## src/rtl/arbiter_rr4_hold_if.sv

```systemverilog
// Request/grant bundle between four requesters and the round-robin arbiter.
// master = requester side (drives req), slave = arbiter side (drives status).
interface arbiter_rr4_hold_if;
    logic [3:0] req;
    logic [3:0] grant;
    logic [1:0] owner;
    logic       busy;
    logic       timeout;

    modport master (output req, input grant, owner, busy, timeout);
    modport slave  (input req, output grant, owner, busy, timeout);
endinterface

```

## src/rtl/arbiter_rr4_hold.sv

```systemverilog
// Four-way round-robin arbiter with grant hold bounded by MAX_HOLD cycles.
// Grant follows sampled req by one edge; one all-zero turnaround cycle separates owners.
module arbiter_rr4_hold #(
    parameter int MAX_HOLD = 8
) (
    input  logic               clk,
    input  logic               rst_n,
    arbiter_rr4_hold_if.slave  bus
);

    typedef enum logic [1:0] {
        IDLE    = 2'd0,
        GRANT   = 2'd1,
        RELEASE = 2'd2
    } state_t;

    localparam logic [7:0] MAX_HOLD_C = MAX_HOLD[7:0];

    state_t      state_q;
    logic [1:0]  ptr_q;
    logic [1:0]  owner_q;
    logic [7:0]  cnt_q;
    logic [3:0]  grant_q;
    logic        busy_q;
    logic        timeout_q;

    logic        req_any;
    logic [1:0]  win_idx;

    // Cyclic scan starting at p; first set bit wins.
    function automatic logic [1:0] rr_pick(input logic [3:0] r, input logic [1:0] p);
        logic [1:0] idx;
        logic       found;
        rr_pick = p;
        found   = 1'b0;
        for (int k = 0; k < 4; k++) begin
            idx = p + 2'(k);
            if (!found && r[idx]) begin
                rr_pick = idx;
                found   = 1'b1;
            end
        end
    endfunction

    always_comb begin
        req_any = |bus.req;
        win_idx = rr_pick(bus.req, ptr_q);
    end

    always_ff @(posedge clk or negedge rst_n) begin
        if (!rst_n) begin
            state_q   <= IDLE;
            ptr_q     <= 2'd0;
            owner_q   <= 2'd0;
            cnt_q     <= 8'd0;
            grant_q   <= 4'd0;
            busy_q    <= 1'b0;
            timeout_q <= 1'b0;
        end else begin
            case (state_q)
                IDLE, RELEASE: begin
                    // ptr_q already points past the previous owner when leaving RELEASE.
                    timeout_q <= 1'b0;
                    if (req_any) begin
                        state_q <= GRANT;
                        grant_q <= 4'b0001 << win_idx;
                        owner_q <= win_idx;
                        cnt_q   <= 8'd1;
                        busy_q  <= 1'b1;
                    end else begin
                        state_q <= IDLE;
                    end
                end
                GRANT: begin
                    if (!bus.req[owner_q] || cnt_q == MAX_HOLD_C) begin
                        // A voluntary drop takes precedence, so timeout only on a held request.
                        state_q   <= RELEASE;
                        grant_q   <= 4'd0;
                        busy_q    <= 1'b0;
                        timeout_q <= bus.req[owner_q];
                        ptr_q     <= owner_q + 2'd1;
                    end else begin
                        cnt_q <= cnt_q + 8'd1;
                    end
                end
                default: begin
                    state_q   <= IDLE;
                    grant_q   <= 4'd0;
                    busy_q    <= 1'b0;
                    timeout_q <= 1'b0;
                end
            endcase
        end
    end

    assign bus.grant   = grant_q;
    assign bus.owner   = owner_q;
    assign bus.busy    = busy_q;
    assign bus.timeout = timeout_q;

endmodule

```

## src/flat_wrapper.sv

```systemverilog
// flat-port wrapper written by rule: the top's interface ports become plain ports
module arbiter_rr4_hold_flat 
#(
    parameter int MAX_HOLD = 8
)
  (clk, rst_n, bus_req, bus_grant, bus_owner, bus_busy, bus_timeout);
  arbiter_rr4_hold_if bus_i ();
  input  logic clk;
  input  logic rst_n;
  input wire logic [$bits(bus_i.req)-1:0] bus_req;
  output wire logic [$bits(bus_i.grant)-1:0] bus_grant;
  output wire logic [$bits(bus_i.owner)-1:0] bus_owner;
  output wire logic [$bits(bus_i.busy)-1:0] bus_busy;
  output wire logic [$bits(bus_i.timeout)-1:0] bus_timeout;
  assign bus_i.req = bus_req;
  assign bus_grant = bus_i.grant;
  assign bus_owner = bus_i.owner;
  assign bus_busy = bus_i.busy;
  assign bus_timeout = bus_i.timeout;
  arbiter_rr4_hold #(.MAX_HOLD(MAX_HOLD)) u_core (.clk(clk), .rst_n(rst_n), .bus(bus_i));
endmodule
```

## config.mk

```make
export PLATFORM = sky130hd
export DESIGN_NAME = arbiter_rr4_hold_flat
export DESIGN_NICKNAME = d
export VERILOG_FILES = /design/src/rtl/arbiter_rr4_hold_if.sv /design/src/rtl/arbiter_rr4_hold.sv /design/src/flat_wrapper.sv
export SDC_FILE = /design/constraint.sdc
export NUM_CORES = 1
export LEC_CHECK = 0
export ABC_CLOCK_PERIOD_IN_PS = 2060
export BUFFER_PORTS_ARGS = -buffer_cell sky130_fd_sc_hd__clkbuf_2
export CORE_ASPECT_RATIO = 1.1
export CORE_UTILIZATION = 30
export DETAILED_ROUTE_END_ITERATION = 12
export GPL_TIMING_DRIVEN = 0
export HOLD_SLACK_MARGIN = 0.05
export SYNTH_ARGS = -nofsm -noshare
export SYNTH_HDL_FRONTEND = slang
export SYNTH_SLANG_ARGS = --single-unit
```

## constraint.sdc

```tcl
create_clock -name clk -period 2.06 [get_ports clk]
set_input_delay 0.309 -clock clk [delete_from_list [all_inputs] [get_ports clk]]
set_output_delay 0.309 -clock clk [all_outputs]
set_load 0.03 [all_outputs]
```

; After elaboration in Yosys (flattened, before gate mapping)
; Cells that the tools add are included.
[classes]
addsub = 5
n_lt_le_gt_ge = 5
n_eq_ne = 6
n_shift = 1
mux = 30
n_reduce_logical = 16
[ops]
columns = operator, n
row1 = 8-bit 2-to-1 mux, 2
row2 = 8-bit one-hot mux with 2 select lines, 1
row3 = 2-bit by 3-bit < comparator with 1-bit output (second input constant), 5
row4 = 1-bit 2-to-1 mux, 13
row5 = 1-bit binary-select mux with 2-bit select, 5
row6 = 8-bit by 1-bit adder with 8-bit output (second input constant), 1
row7 = 8-bit by 4-bit == test with 1-bit output (second input constant), 1
row8 = 2-bit 2-to-1 mux, 4
row9 = 4-bit 2-to-1 mux, 2
row10 = 4-bit one-hot mux with 2 select lines, 1
row11 = 2-bit AND reduction, 3
row12 = 2-bit by 1-bit adder with 2-bit output (second input constant), 2
row13 = 2-bit adder (second input constant), 2
row14 = 1-bit zero test, 4
row15 = 2-bit by 1-bit inequality test with 1-bit output (second input constant), 2
row16 = 2-bit one-hot mux with 2 select lines, 1
row17 = 4-bit OR reduction, 1
row18 = 1-bit by 2-bit left shift with 4-bit output (first input constant), 1
row19 = 1-bit logical AND, 3
row20 = 3-bit AND reduction, 1
row21 = 2-bit by 1-bit == test with 1-bit output (second input constant), 1
row22 = 2-bit == test (second input constant), 1
row23 = 2-bit zero test, 1
row24 = 2-bit inequality test (second input constant), 1
row25 = 4 further kinds, 4
[word_totals]
ff_bits = 20
input_bits = 6

; Longest topological paths before layout
[logic_depth]
depth_word = 15
ltp_mapped = 6
ltp_nobuf = 6

; Worst setup path before layout
; Ideal clock, no wire load.
[synth_timing]
kind = register to register
from = register u_core.owner_q[1], in the netlist u_core.bus.owner[1]
to = register u_core.grant_q[0], in the netlist u_core.bus.grant[0]
setup_time_ns = 0.120
arrival_time_ns = 1.740
t_required_ns = 1.940
setup_slack_ns = 0.200
stages_incl_launch_ff = 5
path_buffers = 0
synth_period_minus_slack_ns = 1.860
path_cell_list = dfrtp_1 > mux4_2 > o211a_1 > o21a_1 > a41o_2
[synth_between]
elab_chain_len = 6
[synth_rtl]
columns = element, line_no
row1 = start: declaration, arbiter_rr4_hold.sv:21  ; logic [1:0] owner_q;
row2 = start signal: assignment, arbiter_rr4_hold.sv:67  ; owner_q <= win_idx;
row3 = 1-bit binary-select mux with 2-bit select, arbiter_rr4_hold.sv:75  ; if (!bus.req[owner_q] || cnt_q == MAX_HOLD_C) begin
row4 = 1-bit 2-to-1 mux (implied by the code), arbiter_rr4_hold.sv:75
row5 = 1-bit zero test, arbiter_rr4_hold.sv:75
row6 = 1-bit logical OR, arbiter_rr4_hold.sv:75
row7 = 2-bit by 1-bit inequality test with 1-bit output (no source line), n/a
row8 = 2-bit AND reduction (no source line), n/a
row9 = end signal: assignment, arbiter_rr4_hold.sv:66  ; grant_q <= 4'b0001 << win_idx;
row10 = end: declaration, arbiter_rr4_hold.sv:23  ; logic [3:0] grant_q;
; Every way passes these cells. The select of a mux whose other input is x is not followed.
; A chain may end at the register's enable or synchronous reset.

; Worst setup path in the final report
; Same ends and word-level chain as after synthesis.

==> results.toml <==
[routing]
post_drt_via_cell_ratio = 5.10
drt-initial-drc-count = 25
wirelength_um = 2080
vias = 821
first_pass_iters = 4
avgRoutedWirePerCell_um = 12.9
drtAntennaViolNets = 0
drc = 0

[global_route]
grt_pass1_wl_um = 3630
antenna_found_initial = 0
grt_max_degree = 21
grtUsageTotal_pct = 12.9
grt_pass1_vias = 800
overflow = 0

[worst_setup_path]
startpoint_type = "flop"
crit_arrival_ps = 2010
critPathSlowestCell = "mux4_2"
critPathTopFamily = "compound AO/OA/AOI/OAI gates"
path_cells = "mux4_2, o211a_1, o21a_1, a41o_2"
critical_path.max_fanout = 7
critPathRequiredTime_ps = 2260
path_class = "flop to flop"
cp-end-kind = "flop"
path_buf_inv = 0
slowest_delay_ps = 600

[clock_network]
root_buffer = "clkbuf_4"
cts_tree = "done"
post_cts_buffers = 0
htreeDepth = 1
clock_latency_ps = 310
cts_buffers = 3
clockBufferDepth = 2
cts_sinks = 20
clk_pin_slew_ps = 110

[yosys]
synth_top_area_cell = "dfrtp_1"
ys.flop_type = "dfrtp_1"
ys_seq_area_share_pct = 47.8
synth_area_leaders = "dfrtp_1, a21oi_1, o31ai_1"
synth_nets = 103
synthSimpleGateAreaFrac_pct = 17.6
syn_inst = 95
synth.area.mux_share_pct = 4.19
synth_fa_ha_area_share_pct = 2.39
synth-edff-count = 0
synth_compound_area_share_pct = 24.3
synth_xor_area_share_pct = 0.837
ys_warn_count = 0
async_flop_share_pct = 100
yosysUniqueCellTypes = 41
synth_top_cell_area_share_pct = 47.8
postSynthAreaPerCell_um2 = 11.0
syn_area_um2 = 1050
yosys_register_bits = 20
synth_top_family_by_area = "compound AO/OA/AOI/OAI gates"

[timing]
maxSlewViolCount = 0
worst_pin_slew_ps = 495
post-route-period-util_pct = 87.6
max_slew_margin_pct = 67.0
rsz0062_at_grt = "false"
fin_setup_tns_ps = 0
post-route-min-period_ps = 1810
skew_ps = 14.2
finalSetupViolCount = 0
fmax_mhz = 554
finalHoldViolations = 0

[layout]
syn_to_final_growth_pct = 17.9
nFillCells = 341
num_antenna_cells = 0
seq_area_um2 = 500
drive_gt1_share_pct = 26.5
fin_nets = 122
design_area_um2 = 1230
multiInputGateArea_um2 = 515

[placement]
place_hpwl_um = 1580
dpl_cell_area_um2 = 1170
portBuffers = 13
gp_congestion = 0.764

[power_and_ir_drop]
power_density_nw_per_um2 = 1440
p_leak_nw = 0.564
peakVddDrop_mv = 0.585

[run_status]
status = "finished, final reports clean"

[run]
drv_cap = 0

[floorplan]
die_h_um = 63.9
ios = 14
die_w_um = 58.3
dieArea_um2 = 3730
initial_utilization_pct = 31.4
num_rows = 22
coreArea_um2 = 3330

[hold_path]
hp-class = "input port to flop"
Yosys cell counts, types with 2 or more instances:
library cell,n
inv_1,5
dfrtp_1,20
nor3_1,2
o31ai_1,5
nor2_1,2
a21oi_1,8
a21o_1,2
o211ai_1,3
o21ai_0,4
nand2_1,6
a32o_1,2
ha_1,2
and2b_2,2
or3_1,2
nand3_1,4
layout by cell type (no fill, tap or decap), drive strengths merged, types with 3 or more instances in the layout:
cell | synthesis | layout
a21oi | 8 | 8
and2b | 3 | 3
clkbuf | 0 | 16
dfrtp | 20 | 20
inv | 5 | 5
nand2 | 6 | 6
nand3 | 4 | 4
o211ai | 4 | 4
o21ai | 5 | 5
o31ai | 5 | 5
or4 | 3 | 3
through the flow:
stage | setup WS [ps] | hold slack, ps | utilization [%] | power [W] | std cells
CTS | 240 | 449 | 37.0 | 0.00179 | 161
detailed placement | 262 | 298 | 35.2 | 0.00146 | 156
global placement | 270 | 291 | 35.2 | 0.00144 | 156
global route | 186 | 480 | 37.0 | 0.00191 | 161
finish | 255 | 460 | 37.0 | 0.00177 | 161
floorplan | 200 | 13.4 | - | 0.00124 | 95
kinds of logic (layout without fill, tap and decap cells):
kind of cell	Yosys count	after routing
flip-flops	20	20
AND/OR/NAND/NOR	29	29
buffers and inverters	6	24
AO/OA/AOI/OAI	34	34
adder cells (fa/ha/maj)	2	2
multiplexers	3	3
XOR/XNOR	1	1
where the power goes:
part	switching, W	internal (W)
sequential	0.000134	0.000527
clock	0.000132	0.000197
combinational	0.000480	0.000304
total	0.000746	0.00103
worst reg2reg max path, stage by stage (launching register included):
cell	delay, ps
dfrtp_1	450
mux4_2	600
o211a_1	220
o21a_1	210
a41o_2	220
sequential cells by signal, summed over array words and instances, names as in the netlist:
name,count
u_core.bus.owner,2
u_core.state_q,2
u_core.bus.timeout,1
u_core.bus.busy,1
u_core.ptr_q,2
u_core.bus.grant,4
u_core.cnt_q,8
metal layers:
metal  vias up  routed length (um)  GRT usage [%]
met3         3                  58           4.25
met4         0                   8           2.68
li1        401                   -              -
met2        11                1020           21.7
met1       406                 991           15.8
met5         -                   0              0
layout make-up:
| type | count | share of cell area (%) |
|---|---|---|
| Sequential cell | 20 | 40.6 |
| Clock buffer | 3 | 1.83 |
| Multi-Input combinational cell | 69 | 41.8 |
| Timing Repair Buffer | 14 | 6.09 |
| Inverter | 5 | 1.52 |
| Tap cell | 48 | 4.87 |
| Buffer | 1 | 0.913 |
| Clock inverter | 1 | 2.43 |
path summary, 6_finish.rpt:
kind / from / end / slack, ps / depth (start not counted)
worst max-delay path: u_core.bus.owner[1]$_DFFE_PN0N_ / u_core.bus.grant[0]$_DFFE_PN0P_ / 250 / 4
worst min-delay path: bus_req[1] / u_core.bus.grant[1]$_DFFE_PN0P_ / 460 / 3
worst max register to register: u_core.bus.owner[1]$_DFFE_PN0N_ / u_core.bus.grant[0]$_DFFE_PN0P_ / 250 / 4
worst min register to register: u_core.bus.busy$_DFFE_PN0P_ / u_core.bus.busy$_DFFE_PN0P_ / 490 / 1
max in group asynchronous: rst_n / u_core.bus.owner[1]$_DFFE_PN0N_ / 1240 / 2
min in group asynchronous: rst_n / u_core.cnt_q[4]$_DFFE_PN0P_ / 470 / 2
what timing repair did:
action | CTS | global route
hold endpoints to repair | 20 | 0
hold buffers | 1 | 0
resized for setup | 0 | 0
No activity file was read; power rests on OpenSTA's default activity.
